## src/rtl/wb_rr_bus_arbiter.sv

```systemverilog
// Two-master round-robin Wishbone arbiter with slave decode on addr[31:28].
// Define WB_ARB_TMO_EN to add an ack timeout that errors the owner after TMO_CYCLES.
module wb_rr_bus_arbiter #(
  parameter int unsigned NSLV       = 4,
  parameter int unsigned TMO_CYCLES = 255
) (
  input  logic                 clk,
  input  logic                 rst,
  input  logic [31:0]          m0_data_i,
  input  logic [31:0]          m0_addr_i,
  input  logic [3:0]           m0_sel_i,
  input  logic                 m0_we_i,
  input  logic                 m0_cyc_i,
  input  logic                 m0_stb_i,
  output logic [31:0]          m0_data_o,
  output logic                 m0_ack_o,
  output logic                 m0_err_o,
  input  logic [31:0]          m1_data_i,
  input  logic [31:0]          m1_addr_i,
  input  logic [3:0]           m1_sel_i,
  input  logic                 m1_we_i,
  input  logic                 m1_cyc_i,
  input  logic                 m1_stb_i,
  output logic [31:0]          m1_data_o,
  output logic                 m1_ack_o,
  output logic                 m1_err_o,
  output logic [31:0]          s_data_o,
  output logic [31:0]          s_addr_o,
  output logic [3:0]           s_sel_o,
  output logic                 s_we_o,
  output logic [NSLV-1:0]      s_cyc_o,
  output logic [NSLV-1:0]      s_stb_o,
  input  logic [32*NSLV-1:0]   s_data_i,
  input  logic [NSLV-1:0]      s_ack_i,
  output logic [1:0]           grant_o
);

  typedef enum logic [1:0] {StIdle, StOwnM0, StOwnM1} state_e;

  state_e          state_q;
  logic            last_q;   // 1: m1 was the most recent owner
  logic            err_q;
  logic [1:0]      grant_q;

  logic            owned;
  logic            own_cyc;
  logic            own_stb;
  logic            own_we;
  logic [31:0]     own_addr;
  logic [31:0]     own_data;
  logic [3:0]      own_sel;
  logic [3:0]      region;
  logic            mapped;
  logic [NSLV-1:0] sel;
  logic [31:0]     rdata;
  logic            ack_sel;
  logic            tmo_hit;

  always_comb begin
    owned    = 1'b0;
    own_cyc  = 1'b0;
    own_stb  = 1'b0;
    own_we   = 1'b0;
    own_addr = '0;
    own_data = '0;
    own_sel  = '0;
    unique case (state_q)
      StOwnM0: begin
        owned    = 1'b1;
        own_cyc  = m0_cyc_i;
        own_stb  = m0_stb_i;
        own_we   = m0_we_i;
        own_addr = m0_addr_i;
        own_data = m0_data_i;
        own_sel  = m0_sel_i;
      end
      StOwnM1: begin
        owned    = 1'b1;
        own_cyc  = m1_cyc_i;
        own_stb  = m1_stb_i;
        own_we   = m1_we_i;
        own_addr = m1_addr_i;
        own_data = m1_data_i;
        own_sel  = m1_sel_i;
      end
      default: ;
    endcase
  end

  // Slave decode; acks from unselected slaves never reach ack_sel.
  always_comb begin
    region = own_addr[31:28];
    mapped = owned && (32'(region) < NSLV);
    sel    = '0;
    rdata  = '0;
    for (int unsigned k = 0; k < NSLV; k++) begin
      if (mapped && (region == 4'(k))) begin
        sel[k] = 1'b1;
        rdata  = s_data_i[32*k +: 32];
      end
    end
    ack_sel = |(sel & s_ack_i);
  end

`ifdef WB_ARB_TMO_EN
  logic [7:0] tmo_q;
  logic [7:0] tmo_d;

  // An ack in the expiry cycle suppresses the timeout.
  always_comb begin
    tmo_hit = owned && own_stb && mapped && !ack_sel && (tmo_q == 8'(TMO_CYCLES));
    tmo_d   = tmo_q + 8'd1;
    if (!owned || !own_stb || !mapped || ack_sel || tmo_hit) begin
      tmo_d = '0;
    end
  end

  always_ff @(posedge clk or posedge rst) begin
    if (rst) begin
      tmo_q <= '0;
    end else begin
      tmo_q <= tmo_d;
    end
  end
`else
  logic unused_tmo_cycles;
  assign tmo_hit           = 1'b0;
  assign unused_tmo_cycles = ^TMO_CYCLES;
`endif

  always_ff @(posedge clk or posedge rst) begin
    if (rst) begin
      state_q <= StIdle;
      last_q  <= 1'b1;
      err_q   <= 1'b0;
      grant_q <= 2'b00;
    end else begin
      err_q <= 1'b0;
      unique case (state_q)
        StIdle: begin
          if (m0_cyc_i && (!m1_cyc_i || last_q)) begin
            state_q <= StOwnM0;
            grant_q <= 2'b01;
          end else if (m1_cyc_i) begin
            state_q <= StOwnM1;
            grant_q <= 2'b10;
          end
        end
        StOwnM0, StOwnM1: begin
          if (!own_cyc) begin
            state_q <= StIdle;
            grant_q <= 2'b00;
            last_q  <= (state_q == StOwnM1);
          end else begin
            // Unmapped strobe: one-cycle error, re-armed every other cycle while held.
            err_q <= own_stb && !mapped && !err_q;
          end
        end
        default: begin
          state_q <= StIdle;
          grant_q <= 2'b00;
        end
      endcase
    end
  end

  always_comb begin
    s_addr_o  = own_addr;
    s_data_o  = own_data;
    s_sel_o   = own_sel;
    s_we_o    = own_we;
    s_cyc_o   = own_cyc ? sel : '0;
    s_stb_o   = (own_stb && !tmo_hit) ? sel : '0;
    m0_ack_o  = (state_q == StOwnM0) && ack_sel;
    m0_err_o  = (state_q == StOwnM0) && (err_q || tmo_hit);
    m0_data_o = (state_q == StOwnM0) ? rdata : '0;
    m1_ack_o  = (state_q == StOwnM1) && ack_sel;
    m1_err_o  = (state_q == StOwnM1) && (err_q || tmo_hit);
    m1_data_o = (state_q == StOwnM1) ? rdata : '0;
  end

  assign grant_o = grant_q;

endmodule

```

## config.mk

```make
export PLATFORM = sky130hd
export DESIGN_NAME = wb_rr_bus_arbiter
export DESIGN_NICKNAME = d
export VERILOG_FILES = /design/src/rtl/wb_rr_bus_arbiter.sv
export SDC_FILE = /design/constraint.sdc
export NUM_CORES = 1
export LEC_CHECK = 0
export CAP_MARGIN = 10
export CORE_AREA = 2 2 163 165
export CTS_BUF_LIST = sky130_fd_sc_hd__clkbuf_16
export DETAILED_ROUTE_END_ITERATION = 7
export DIE_AREA = 0 0 165 167
export PLACE_DENSITY_LB_ADDON = 0.08
export SLEW_MARGIN = 0
export SYNTH_ARGS = -nofsm -noshare
export SYNTH_HDL_FRONTEND = slang
export SYNTH_SLANG_ARGS = --single-unit
```

## constraint.sdc

```tcl
create_clock -name clk -period 3.6 [get_ports clk]
set_input_delay 0.54 -clock clk [delete_from_list [all_inputs] [get_ports clk]]
set_output_delay 0.54 -clock clk [all_outputs]
set_load 0.01 [all_outputs]
```

==> results of run 1 <==
registers in the layout (all words and copies together) (netlist names):
name / count
grant_o: 2
err_q: 1
last_q: 1
synthesized netlist by cell type, types with 6 or more instances:
| cell type | n | area [um2] |
|---|---|---|
| a21oi_1 | 29 | 145 |
| a22oi_1 | 66 | 495 |
| a311o_1 | 10 | 100 |
| a32o_1 | 43 | 430 |
| buf_1 | 6 | 22.5 |
| buf_2 | 20 | 100 |
| buf_6 | 13 | 146 |
| clkbuf_1 | 18 | 67.6 |
| inv_1 | 7 | 26.3 |
| nand2_1 | 52 | 195 |
| nand3_1 | 24 | 120 |
| nor2_1 | 93 | 349 |
| nor3_1 | 12 | 60.1 |
| o2bb2ai_1 | 22 | 193 |
through the flow:
stage,cell area [um2],cells,util [%],hold WS (ps)
final,7700,1195,29.9,498
after global routing,7700,1195,29.9,519
after CTS,7700,1195,29.9,506
after detailed placement,7620,1191,29.6,600
after global placement,7620,1191,29.6,594
after floorplan,3020,468,-,305
power groups by stage:
| stage | Sequential (mW) | Combinational (mW) | Clock, mW |
|---|---|---|---|
| after floorplan | 0.0797 | 2.09 | 0 |
| after global placement | 0.0866 | 4.02 | 0 |
| after detailed placement | 0.0870 | 4.00 | 0 |
| after CTS | 0.0866 | 4.01 | 0.177 |
| after global routing | 0.0886 | 4.26 | 0.183 |
| final | 0.0861 | 3.92 | 0.176 |
logic make-up (layout without fill, tap and decap cells):
logic type	count (synthesis)	in the layout
buf+inv	65	457
simple gates	201	201
fa+ha+maj	3	3
compound gates	190	190
flops	4	4
mux	5	5
per-layer routing:
metal	wire length [um]	GRT usage (%)	share of wire (%)
met1	8880	17.7	36
met2	13300	32.7	54
met3	2150	3.84	8.7
met4	411	2.84	1.7
met5	0	0	0
worst min path at each step:
stage,slack [ps],depth (start not counted),startpoint,endpoint
after floorplan,310,1,rst,err_q
after global placement,590,2,err_q,err_q
after detailed placement,600,2,err_q,err_q
after CTS,510,2,rst,grant_o[0]
after global routing,520,2,rst,grant_o[1]
final,500,2,rst,grant_o[0]
critical path, delay by kind of cell, from the launching register on:
| kind | cells | cell delay, ps |
|---|---|---|
| compound gates | 2 | 690 |
| fa+ha+maj | 1 | 330 |
| simple gates | 2 | 320 |
| flops | 1 | 440 |
| buf+inv | 3 | 860 |
cell type report:
| cell class | instances | area [um2] | area share [%] |
|---|---|---|---|
| Clock buffer | 3 | 75.1 | 0.975 |
| Clock inverter | 1 | 3.75 | 0.0488 |
| Inverter | 8 | 30.0 | 0.390 |
| Multi-Input combinational cell | 399 | 2580 | 33.6 |
| Sequential cell | 4 | 101 | 1.32 |
| Tap cell | 335 | 419 | 5.44 |
| Timing Repair Buffer | 445 | 4480 | 58.2 |
==> summary.md, run 1 <==
| Metric | Value |
|---|---|
| Max Clk Rate | 291 MHz |
| Number of gates resized after CTS | 0 |
| Asr flop ratio synth | 100% |
| Combinational share of power | 93.7% |
| Max-cap violation count | 0 |
| Clk sinks | 4 |
| Number of synthesized flops with an enable pin | 0 |
| Reg-to-Reg Start | grant_o[0] |
| Slowest cell on the critical path | clkdlybuf4s50_1 |
| Commonest non-fill, non-tap cell in the layout | clkdlybuf4s50_1 |
| Fillers | 2779 |
| Final Skew | 4.53 ps |
| Pwr per Cell Area | 543 nW/um2 |
| First-pass GRT wire length | 34700 um |
| Outcome | completed |
| CP Capture Type | primary output |
| GP Congestion | 0.767 |
| Synth Area in Adders | 1.24% |
| Commonest non-fill, non-tap cells in the layout | clkdlybuf4s50_1, nor2_1, a22oi_1 |
| Sw frac | 52.5% |
| Sequential power share | between 2 and 2.5% |
| Via density | 4.48 |
| Post-CTS Setup Repair Bufs | 0 |
| Crit Path Category | flop to primary output |
| Vias in the first global route | 5451 |
| Max VDD drop | 341 uV |
| Synthesized cell area | just over 3000 um2 |
| Synth unique cells | 40 |
| Seq/Total Area, Yosys | between 3 and 4% |
| Crit path from | grant_o[0] |
| Die area | 27600 um2 |
| Nets@finish | between 1000 and 1500 |
| Worst reg2reg path endpoint | err_q |
| CTS Hold Bufs | 0 |
| Reg2Reg Setup Slack | 1610 ps |
| Clock Tree Buf Depth | 2 |
| Root buffer cell | clkbuf_16 |
| Final Max Tran Viols | 0 |
| Slew at the pin with the worst max-slew slack | 764 ps |
| Critical Path RT | 3060 ps |
| Tcrit/Tclk final | 95.4% |
| Startpoint types | flop |
| Syn_nets | 747 |
| Yosys reg bits | 4 |
| Layout area overhead | 155% |
| Die width | 165 um |
| Core ar. | ~26000 um2 |
| Total track usage | 16.6% |
| # diodes | 0 |
| Number of CTS-inserted buffers | 3 |
| Synth warn | 0 |
| Initial antenna violation count | 0 |
| FP Rows | 59 |
| Setup Total Neg Slack | 0 ps |
| Post-DP HPWL | a little under 20000 um |
| P_leak | 2.70 nW |
| Setup violations, final | 0 |
| Post-Synthesis Cells | 468 |
| TritonCTS clock tree | yes |
| Clock power share | 4.2% |
| Unrepaired setup endpoints after global routing | no |
| Multiplexer share of the synthesized area | 1.74% |
| Tmin final | 3430 ps |
| Worst Setup EP | m0_data_o[31] |
| Via Count | about 5400 |
| Starting Density | 11.7% |
| Die Y-Extent | 167 um |
| Setup WS post-layout | 167 ps |
| Synth Area in XOR/XNOR | 0% |
| Largest family of logic cells by synthesized area | compound AO/OA/AOI/OAI gates |
| Worst skew pair latency | roughly 230 ps |
| PortBufs | 422 |
| CP arrival | slightly below 3000 ps |
| DRT Pass-1 Iters | 4 |
| Synth Area in Compound Gates | around 53% |
| Synth Area in Simple Gates | 28.8% |
| Ys flop type | dfrtp_1 |
| Detail Route Antenna Nets | 0 |
| Largest net degree at the start of global routing | between 70 and 80 |
| HP Class | input port to asynchronous set/reset pin |
| Layout cells sized above 1 | around 5.7% |
| Normalized max-slew margin | between 40% and 50% |
| Switch Pwr | 2.19 mW |
| Worst path max stage delay | roughly 470 ps |
| GRT Residual Overflow | 0 |
| H-tree levels | 1 |
| Tot Pwr | 4.18 mW |
| Final WL | 24700 um |
| DR iter-0 viols | ~310 |
| Worst-path fanout max | 21 |
| P_int | 1.99 mW |
| Final hold vios | 0 |
| R2R depth | 5 |
| Clock transition at the registers of the reported paths | 30 ps |
| Setup WS pre-CTS | 203 ps |
| I/O Pins | approximately 420 |
| DRC viols | 0 |
| Routed length per instance | 20.7 um |
| Worst-path cell chain | inv_1 > ha_4 > nand2_1 > o22ai_4 > buf_12 > nand3_1 > a32o_1 > clkdlybuf4s50_1 |
| Avg Inst Size Synth | 6.45 um2 |
Power figures use the tool's default switching activity.
==> run 2: changes to the inputs <==
Settings changed: SKIP_CTS_REPAIR_TIMING set to 1, TNS_END_PERCENT set to 1.
==> results of run 2 <==
Same layout as run 1: the final DEF is identical, and so are final timing and power.
